## config.mk

```make
export PLATFORM = sky130hd
export DESIGN_NAME = ex_advint_mc
export DESIGN_NICKNAME = d
export VERILOG_FILES = /design/src/rtl/ex_advint_pkg.sv /design/src/rtl/ex_advint_seq_core.sv /design/src/rtl/ex_advint_mc.sv
export SDC_FILE = /design/constraint.sdc
export NUM_CORES = 2
export LEC_CHECK = 0
export BUFFER_PORTS_ARGS = -buffer_cell sky130_fd_sc_hd__buf_2
export CORE_MARGIN = 5
export CORE_UTILIZATION = 30
export CTS_CLUSTER_SIZE = 14
export DETAILED_ROUTE_END_ITERATION = 10
export PLACE_DENSITY_LB_ADDON = 0.25
export SYNTH_ARGS = -nofsm -noshare
export SYNTH_HDL_FRONTEND = slang
export SYNTH_SLANG_ARGS = --single-unit
```

## constraint.sdc

```tcl
create_clock -name clk -period 5.6 [get_ports clk]
set_clock_uncertainty 0.2 [all_clocks]
set_input_delay 0.84 -clock clk [delete_from_list [all_inputs] [get_ports clk]]
set_output_delay 0.84 -clock clk [all_outputs]
set_load 0.005 [all_outputs]
```

## src/rtl/ex_advint_pkg.sv

```systemverilog
// Shared codes and FSM encoding for the Raisin64 multi-cycle advanced integer unit.
package ex_advint_pkg;

    localparam logic [2:0] UNIT_MUL = 3'b000;
    localparam logic [2:0] UNIT_DIV = 3'b001;

    localparam logic [1:0] MUL_UU = 2'b00;
    localparam logic [1:0] MUL_SS = 2'b01;
    localparam logic [1:0] MUL_SU = 2'b10;

    localparam int DIV_SIGNED = 0;

    typedef enum logic [1:0] {
        IDLE = 2'b00,
        CALC = 2'b01,
        FIX  = 2'b10,
        DONE = 2'b11
    } state_t;

endpackage

```

## src/rtl/ex_advint_seq_core.sv

```systemverilog
// Radix-2 iterative engine: shift-add multiply or restoring divide on magnitudes.
// The accumulator ends as {high, low} product or {remainder, quotient}.
module ex_advint_seq_core #(
    parameter int XLEN = 64
) (
    input  logic            clk,
    input  logic            rst_n,
    input  logic            start,
    input  logic            is_div,
    input  logic [XLEN-1:0] a_mag,
    input  logic [XLEN-1:0] b_mag,
    output logic            done,
    output logic [XLEN-1:0] res_lo,
    output logic [XLEN-1:0] res_hi
);
    localparam int CW = $clog2(XLEN);

    logic [2*XLEN-1:0] acc;
    logic [2*XLEN-1:0] acc_next;
    logic [XLEN-1:0]   addend;
    logic              div_q;
    logic              run;
    logic [CW-1:0]     cnt;
    logic [XLEN:0]     sum;
    logic [XLEN:0]     sh;
    logic [XLEN:0]     diff;

    always_comb begin
        sum = {1'b0, acc[2*XLEN-1:XLEN]}
            + (acc[0] ? {1'b0, addend} : {(XLEN+1){1'b0}});
        sh = acc[2*XLEN-1:XLEN-1];
        diff = sh - {1'b0, addend};
        acc_next = {sum, acc[XLEN-1:1]};
        if (div_q) begin
            // Borrow out of the trial subtract means the divisor did not fit.
            if (!diff[XLEN]) begin
                acc_next = {diff[XLEN-1:0], acc[XLEN-2:0], 1'b1};
            end else begin
                acc_next = {sh[XLEN-1:0], acc[XLEN-2:0], 1'b0};
            end
        end
    end

    always_ff @(posedge clk or negedge rst_n) begin
        if (!rst_n) begin
            acc    <= '0;
            addend <= '0;
            div_q  <= 1'b0;
            run    <= 1'b0;
            cnt    <= '0;
        end else if (start) begin
            acc    <= {{XLEN{1'b0}}, (is_div ? a_mag : b_mag)};
            addend <= is_div ? b_mag : a_mag;
            div_q  <= is_div;
            run    <= 1'b1;
            cnt    <= CW'(XLEN - 1);
        end else if (run) begin
            acc <= acc_next;
            if (cnt == '0) begin
                run <= 1'b0;
            end else begin
                cnt <= cnt - 1'b1;
            end
        end
    end

    assign done   = run & (cnt == '0);
    assign res_lo = acc[XLEN-1:0];
    assign res_hi = acc[2*XLEN-1:XLEN];

endmodule

```

## src/rtl/ex_advint_mc.sv

```systemverilog
// Multi-cycle MUL/DIV unit with busy/stall handshake and dual-destination commit.
// Optional EX_ADVINT_EARLY_OUT_EN: zero MUL operand or zero divisor skips iteration.
module ex_advint_mc
    import ex_advint_pkg::*;
#(
    parameter int XLEN = 64,
    parameter int RN_W = 6
) (
    input  logic            clk,
    input  logic            rst_n,
    input  logic [XLEN-1:0] in1,
    input  logic [XLEN-1:0] in2,
    input  logic            ex_enable,
    output logic            ex_busy,
    input  logic [RN_W-1:0] rd_in_rn,
    input  logic [RN_W-1:0] rd2_in_rn,
    input  logic [2:0]      unit,
    input  logic [1:0]      op,
    output logic [XLEN-1:0] out,
    output logic [XLEN-1:0] out2,
    output logic [RN_W-1:0] rd_out_rn,
    output logic [RN_W-1:0] rd2_out_rn,
    output logic            valid,
    input  logic            stall
);
    state_t state;
    state_t next_state;

    logic            accept;
    logic            is_mul_in;
    logic            is_div_in;
    logic            is_nop_in;
    logic            a_sgn;
    logic            b_sgn;
    logic            neg_a;
    logic            neg_b;
    logic [XLEN-1:0] a_mag;
    logic [XLEN-1:0] b_mag;
    logic            skip;
    logic            core_start;
    logic            core_done;
    logic [XLEN-1:0] core_lo;
    logic [XLEN-1:0] core_hi;

    logic            is_div_q;
    logic            zero_res_q;
    logic            div_zero_q;
    logic            neg_lo_q;
    logic            neg_hi_q;
    logic [XLEN-1:0] a_raw_q;
    logic [RN_W-1:0] rd_q;
    logic [RN_W-1:0] rd2_q;
    logic            fix_ph;
    logic [XLEN-1:0] fix_lo;
    logic [XLEN-1:0] fix_hi;
    logic [2*XLEN-1:0] prod_neg;

    assign ex_busy = (state != IDLE) | stall;
    assign accept  = ex_enable & ~ex_busy;

    assign is_mul_in = (unit == UNIT_MUL);
    assign is_div_in = (unit == UNIT_DIV);
    assign is_nop_in = ~is_mul_in & ~is_div_in;

    assign a_sgn = is_div_in ? op[DIV_SIGNED] : (op == MUL_SS) | (op == MUL_SU);
    assign b_sgn = is_div_in ? op[DIV_SIGNED] : (op == MUL_SS);
    assign neg_a = a_sgn & in1[XLEN-1];
    assign neg_b = b_sgn & in2[XLEN-1];
    assign a_mag = neg_a ? -in1 : in1;
    assign b_mag = neg_b ? -in2 : in2;

`ifdef EX_ADVINT_EARLY_OUT_EN
    assign skip = (is_mul_in & ((in1 == '0) | (in2 == '0)))
                | (is_div_in & (in2 == '0));
`else
    assign skip = 1'b0;
`endif

    assign core_start = accept & ~is_nop_in & ~skip;

    ex_advint_seq_core #(.XLEN(XLEN)) u_core (
        .clk    (clk),
        .rst_n  (rst_n),
        .start  (core_start),
        .is_div (is_div_in),
        .a_mag  (a_mag),
        .b_mag  (b_mag),
        .done   (core_done),
        .res_lo (core_lo),
        .res_hi (core_hi)
    );

    always_ff @(posedge clk or negedge rst_n) begin
        if (!rst_n) begin
            state <= IDLE;
        end else begin
            state <= next_state;
        end
    end

    always_comb begin
        next_state = state;
        unique case (state)
            IDLE: begin
                if (accept) begin
                    next_state = (is_nop_in | skip) ? FIX : CALC;
                end
            end
            CALC: begin
                if (core_done) begin
                    next_state = FIX;
                end
            end
            FIX: begin
                if (fix_ph) begin
                    next_state = DONE;
                end
            end
            DONE: begin
                if (!stall) begin
                    next_state = IDLE;
                end
            end
            default: next_state = IDLE;
        endcase
    end

    assign prod_neg = -{core_hi, core_lo};

    // FIX spends one cycle on the wide negate and one on the output load.
    always_ff @(posedge clk or negedge rst_n) begin
        if (!rst_n) begin
            is_div_q   <= 1'b0;
            zero_res_q <= 1'b0;
            div_zero_q <= 1'b0;
            neg_lo_q   <= 1'b0;
            neg_hi_q   <= 1'b0;
            a_raw_q    <= '0;
            rd_q       <= '0;
            rd2_q      <= '0;
            fix_ph     <= 1'b0;
            fix_lo     <= '0;
            fix_hi     <= '0;
            out        <= '0;
            out2       <= '0;
            rd_out_rn  <= '0;
            rd2_out_rn <= '0;
            valid      <= 1'b0;
        end else begin
            fix_ph <= (state == FIX) & ~fix_ph;
            if (accept) begin
                is_div_q   <= is_div_in;
                zero_res_q <= is_nop_in | (is_mul_in & skip);
                div_zero_q <= is_div_in & (in2 == '0);
                neg_lo_q   <= neg_a ^ neg_b;
                neg_hi_q   <= is_div_in ? neg_a : (neg_a ^ neg_b);
                a_raw_q    <= in1;
                rd_q       <= rd_in_rn;
                rd2_q      <= rd2_in_rn;
            end
            if (state == FIX && !fix_ph) begin
                if (is_div_q) begin
                    fix_lo <= neg_lo_q ? -core_lo : core_lo;
                    fix_hi <= neg_hi_q ? -core_hi : core_hi;
                end else begin
                    fix_lo <= neg_lo_q ? prod_neg[XLEN-1:0] : core_lo;
                    fix_hi <= neg_lo_q ? prod_neg[2*XLEN-1:XLEN] : core_hi;
                end
            end
            if (state == FIX && fix_ph) begin
                if (zero_res_q) begin
                    out  <= '0;
                    out2 <= '0;
                end else if (div_zero_q) begin
                    out  <= '1;
                    out2 <= a_raw_q;
                end else begin
                    out  <= fix_lo;
                    out2 <= fix_hi;
                end
                rd_out_rn  <= rd_q;
                rd2_out_rn <= rd2_q;
                valid      <= 1'b1;
            end else if (state == DONE && !stall) begin
                valid <= 1'b0;
            end
        end
    end

`ifndef SYNTHESIS
    always_ff @(posedge clk) begin
        if (rst_n && ex_enable && ex_busy) begin
            $warning("ex_advint_mc: dispatch while busy dropped");
        end
    end
`endif

endmodule

```

==> Flow_metrics.wiki <==
{| class="wikitable"
! Metric !! Value
|-
| Fraction of layout cells with a size suffix above 1 || 0.135
|-
| Total of warnings raised by yosys || 0
|-
| Worst-case headroom to the max-slew limit || 0.107
|-
| Layout-stage area growth over the synthesis result || 15.0%
|-
| DRC violations left || 0
|-
| First drt pass iteration count || 8
|-
| Post-route minimum period || 5.24 ns
|-
| DR WL/cell || 25.4 µm
|-
| Filler Cell Count || 13,320
|-
| Total leakage power || 18.7 nW
|-
| Arr. time, crit path || 5.53 ns
|-
| Flop and latch count out of synthesis || 553
|-
| Global-route wire length before repair || 242 mm
|-
| Most used DFF post-synth || sky130_fd_sc_hd__dfrtp_1
|-
| Cells after synthesis || 4,652
|-
| Met2 wire len || 70.7 mm
|-
| Number of buffers inserted for hold repair after clock tree synthesis || 0
|-
| Kind of end point of the critical path || flip-flop
|-
| Count of flip-flops with a built-in enable after synthesis || 0
|-
| Summed instance area of the synthesized netlist || 38,200 µm²
|-
| Largest voltage drop on the vdd net || 0.000335 V
|-
| Number of maximum-capacitance constraint violations || 0
|-
| Slew Limit Fails || 0
|-
| Net count of the finished layout || 5,114
|-
| Most instantiated library cell after synthesis || sky130_fd_sc_hd__nand2_1
|-
| Top sig layer || met5
|-
| Maximum number of pins on one net before global-route repair || 184
|-
| Clk slew on worst S/H paths || 0.06 ns
|-
| Share of flip-flops with an asynchronous set or reset || 1.00
|-
| Final Hold Violating Endpoints || 0
|-
| Non-filler cells in the finished layout || 6,550
|-
| Number of gates resized after cts || 0
|-
| Kind of start point of the critical path || flip-flop
|-
| Top area cells in the synthesized netlist || sky130_fd_sc_hd__dfrtp_1 (36%), sky130_fd_sc_hd__o21ai_0 (7.8%), sky130_fd_sc_hd__nand2_1 (7.3%)
|-
| Worst Slack Setup Final || 0.362 ns
|-
| Post-DP HPWL || 129 mm
|-
| Hold WC Path Type || input port to asynchronous set/reset pin
|-
| Die ar. || 135,000 µm²
|-
| Total power density per cell area || 712 nW/µm²
|-
| Total track usage || 0.237
|-
| DIE WIDTH || 367 µm
|-
| Place WS || 0.498 ns
|-
| Total of endpoints with negative setup slack in the final report || 0
|-
| Syn avg cell area || 8.21 µm²
|-
| Most frequent cells after synthesis || sky130_fd_sc_hd__nand2_1 (742), sky130_fd_sc_hd__o21ai_0 (598), sky130_fd_sc_hd__dfrtp_1 (553)
|-
| Global-route congestion overflow total || 0
|-
| Total negative setup slack || 0 ns
|-
| Routed via count || 36,804
|-
| Proportion of synthesized chip area in sequential cells || 0.362
|-
| Core Footprint || 127,000 µm²
|-
| F_max || 0.191 GHz
|-
| Clock insertion delay at the later pin of the skew report || 0.66 ns
|-
| Share of the clock period used by the worst path || 0.935
|-
| Total setup buffers inserted after CTS || 0
|-
| Starting density of the core || 0.301
|-
| Largest area contributor in the netlist || sky130_fd_sc_hd__dfrtp_1
|-
| Number of antenna violations at the first check in global routing || 29
|-
| Sum of routed wire segments on met1 || 73.5 mm
|-
| Unrepaired setup endpoints after global routing || no
|-
| Result of the run || finished, final reports clean
|-
| Buffer cell driving the clock tree root || sky130_fd_sc_hd__clkbuf_16
|-
| Final estimated routing congestion in global placement || 0.987
|-
| Cell row count || 131
|-
| Required time at the worst-slack endpoint || 5.89 ns
|-
| Input/output buffers || 290
|-
| I/O pin total || 291
|-
| Critical path class || flip-flop to flip-flop
|-
| Number of antenna-violating nets in the routed design || 0
|-
| Clock buffer depth || 3
|-
| H-tree lvl count || 3
|-
| Maximum fanout along the worst path || 27
|-
| Met3 Routed Length || 13.3 mm
|-
| Syn_nets || 4,942
|-
| Cell count after placement || 6,418
|-
| Vias in the first global route || 35,051
|-
| Cts bufs inserted || 66
|-
| Area fraction of the dominant cell type after synthesis || 0.362
|-
| Per-cell via count in the routed design || 5.62
|-
| Initial DRC count || 3,924
|-
| Drt total wl || 166 mm
|-
| TritonCTS clock tree || done
|-
| Worst Max-Slew Pin Slew || 1.33 ns
|-
| Clock Sink Count || 553
|-
| Y dimension of the die || 367 µm
|-
| Unique masters post-synth || 91
|}
stage by stage:
stage	area, µm²	hold WS (ns)	total power, mW	utilization
floorplan	38200	0.248	19.6	-
finish	43900	0.0367	31.3	0.346
global placement	41600	0.256	26.2	0.328
detailed placement	41600	0.264	26.2	0.328
CTS	43900	0.0442	31.0	0.346
global route	43900	0.109	33.5	0.346
kinds of logic (layout without fill, tap and decap cells):
| family | Yosys count | count (layout) | share of synthesized area |
|---|---|---|---|
| simple gates | 1513 | 1513 | 0.177 |
| flops | 553 | 553 | 0.362 |
| other cells | 0 | 12 | 0 |
| compound gates | 1442 | 1442 | 0.228 |
| mux | 222 | 222 | 0.0609 |
| fa+ha+maj | 141 | 141 | 0.0466 |
| xor+xnor | 367 | 367 | 0.0842 |
| buf+inv | 414 | 638 | 0.0410 |
worst paths after layout:
path,startpoint,to,slack [ns],cells past startpoint
setup reg to reg,u_core.acc[0]$_DFFE_PN0P_,u_core.acc[118]$_DFFE_PN0P_,0.36,14
max in group asynchronous,rst_n,fix_hi[29]$_DFFE_PN0P_,3.96,2
min in group clk,rd2_in_rn[3],rd2_q[3]$_DFFE_PN0P_,0.22,2
setup / recovery,u_core.acc[0]$_DFFE_PN0P_,u_core.acc[118]$_DFFE_PN0P_,0.36,14
hold / removal,rst_n,out[25]$_DFFE_PN0P_,0.04,1
hold reg to reg,out2[44]$_DFFE_PN0P_,out2[44]$_DFFE_PN0P_,0.27,2
placed cells by master, fill, tap and decap left out, drive strengths merged, types with 41 or more instances in the layout:
cell and count:
o31ai 116, nand2 742, mux2i 138, dfrtp 553, o211ai 141, nor2 364
a21oi 296, buf 393, ha 139, mux2 84, inv 128, xnor2 167
o21ai 610, clkbuf 92, nor3 73, nand3 56, a31oi 41, xor2 200
routing by layer:
layer | vias to the layer above | GRT usage
li1 | 16891 | -
met1 | 18111 | 0.326
met2 | 1504 | 0.356
met3 | 284 | 0.0498
met4 | 14 | 0.115
met5 | - | 0
registers in the layout (all words and copies together) (netlist names), 2 cells and up:
register and cells:
u_core.addend 64, fix_hi 64, state 2, rd_out_rn 6, a_raw_q 64, out2 64, out 64, rd2_q 6
rd_q 6, u_core.cnt 6, u_core.acc 128, rd2_out_rn 6, fix_lo 64
worst max-delay path: stages (launching register included):
cell                        delay, ns
sky130_fd_sc_hd__dfrtp_1         0.47
sky130_fd_sc_hd__inv_2           0.45
sky130_fd_sc_hd__nor2_1          0.11
sky130_fd_sc_hd__ha_1            0.42
sky130_fd_sc_hd__and3_1          0.24
sky130_fd_sc_hd__and3_1          0.18
sky130_fd_sc_hd__nand4_1         0.27
sky130_fd_sc_hd__a2111oi_4       0.55
sky130_fd_sc_hd__o21bai_1        0.21
sky130_fd_sc_hd__o41ai_2         0.68
sky130_fd_sc_hd__a41oi_2         0.32
sky130_fd_sc_hd__o21ai_0         0.26
sky130_fd_sc_hd__mux2_2          0.38
sky130_fd_sc_hd__a221oi_1        0.23
sky130_fd_sc_hd__a21oi_1         0.10
cell type report:
class	instances	area [µm²]	share of cell area
antenna	12	30.0	0.000683
clock buffer	92	1930	0.0439
clock inverter	28	373	0.00849
inverter	125	469	0.0107
multi-input combinational	3685	22900	0.520
sequential	553	13900	0.315
tap	1662	2080	0.0473
timing repair buffer	393	2350	0.0534
report_power, final:
group / switching [mW] / internal [mW] / leakage, nW
combinational: 11.9 / 6.82 / 10.8
clock: 1.90 / 2.75 / 1.13
sequential: 2.00 / 5.94 / 6.83
total: 15.8 / 15.5 / 18.7
(Power assumes the default switching activity.)
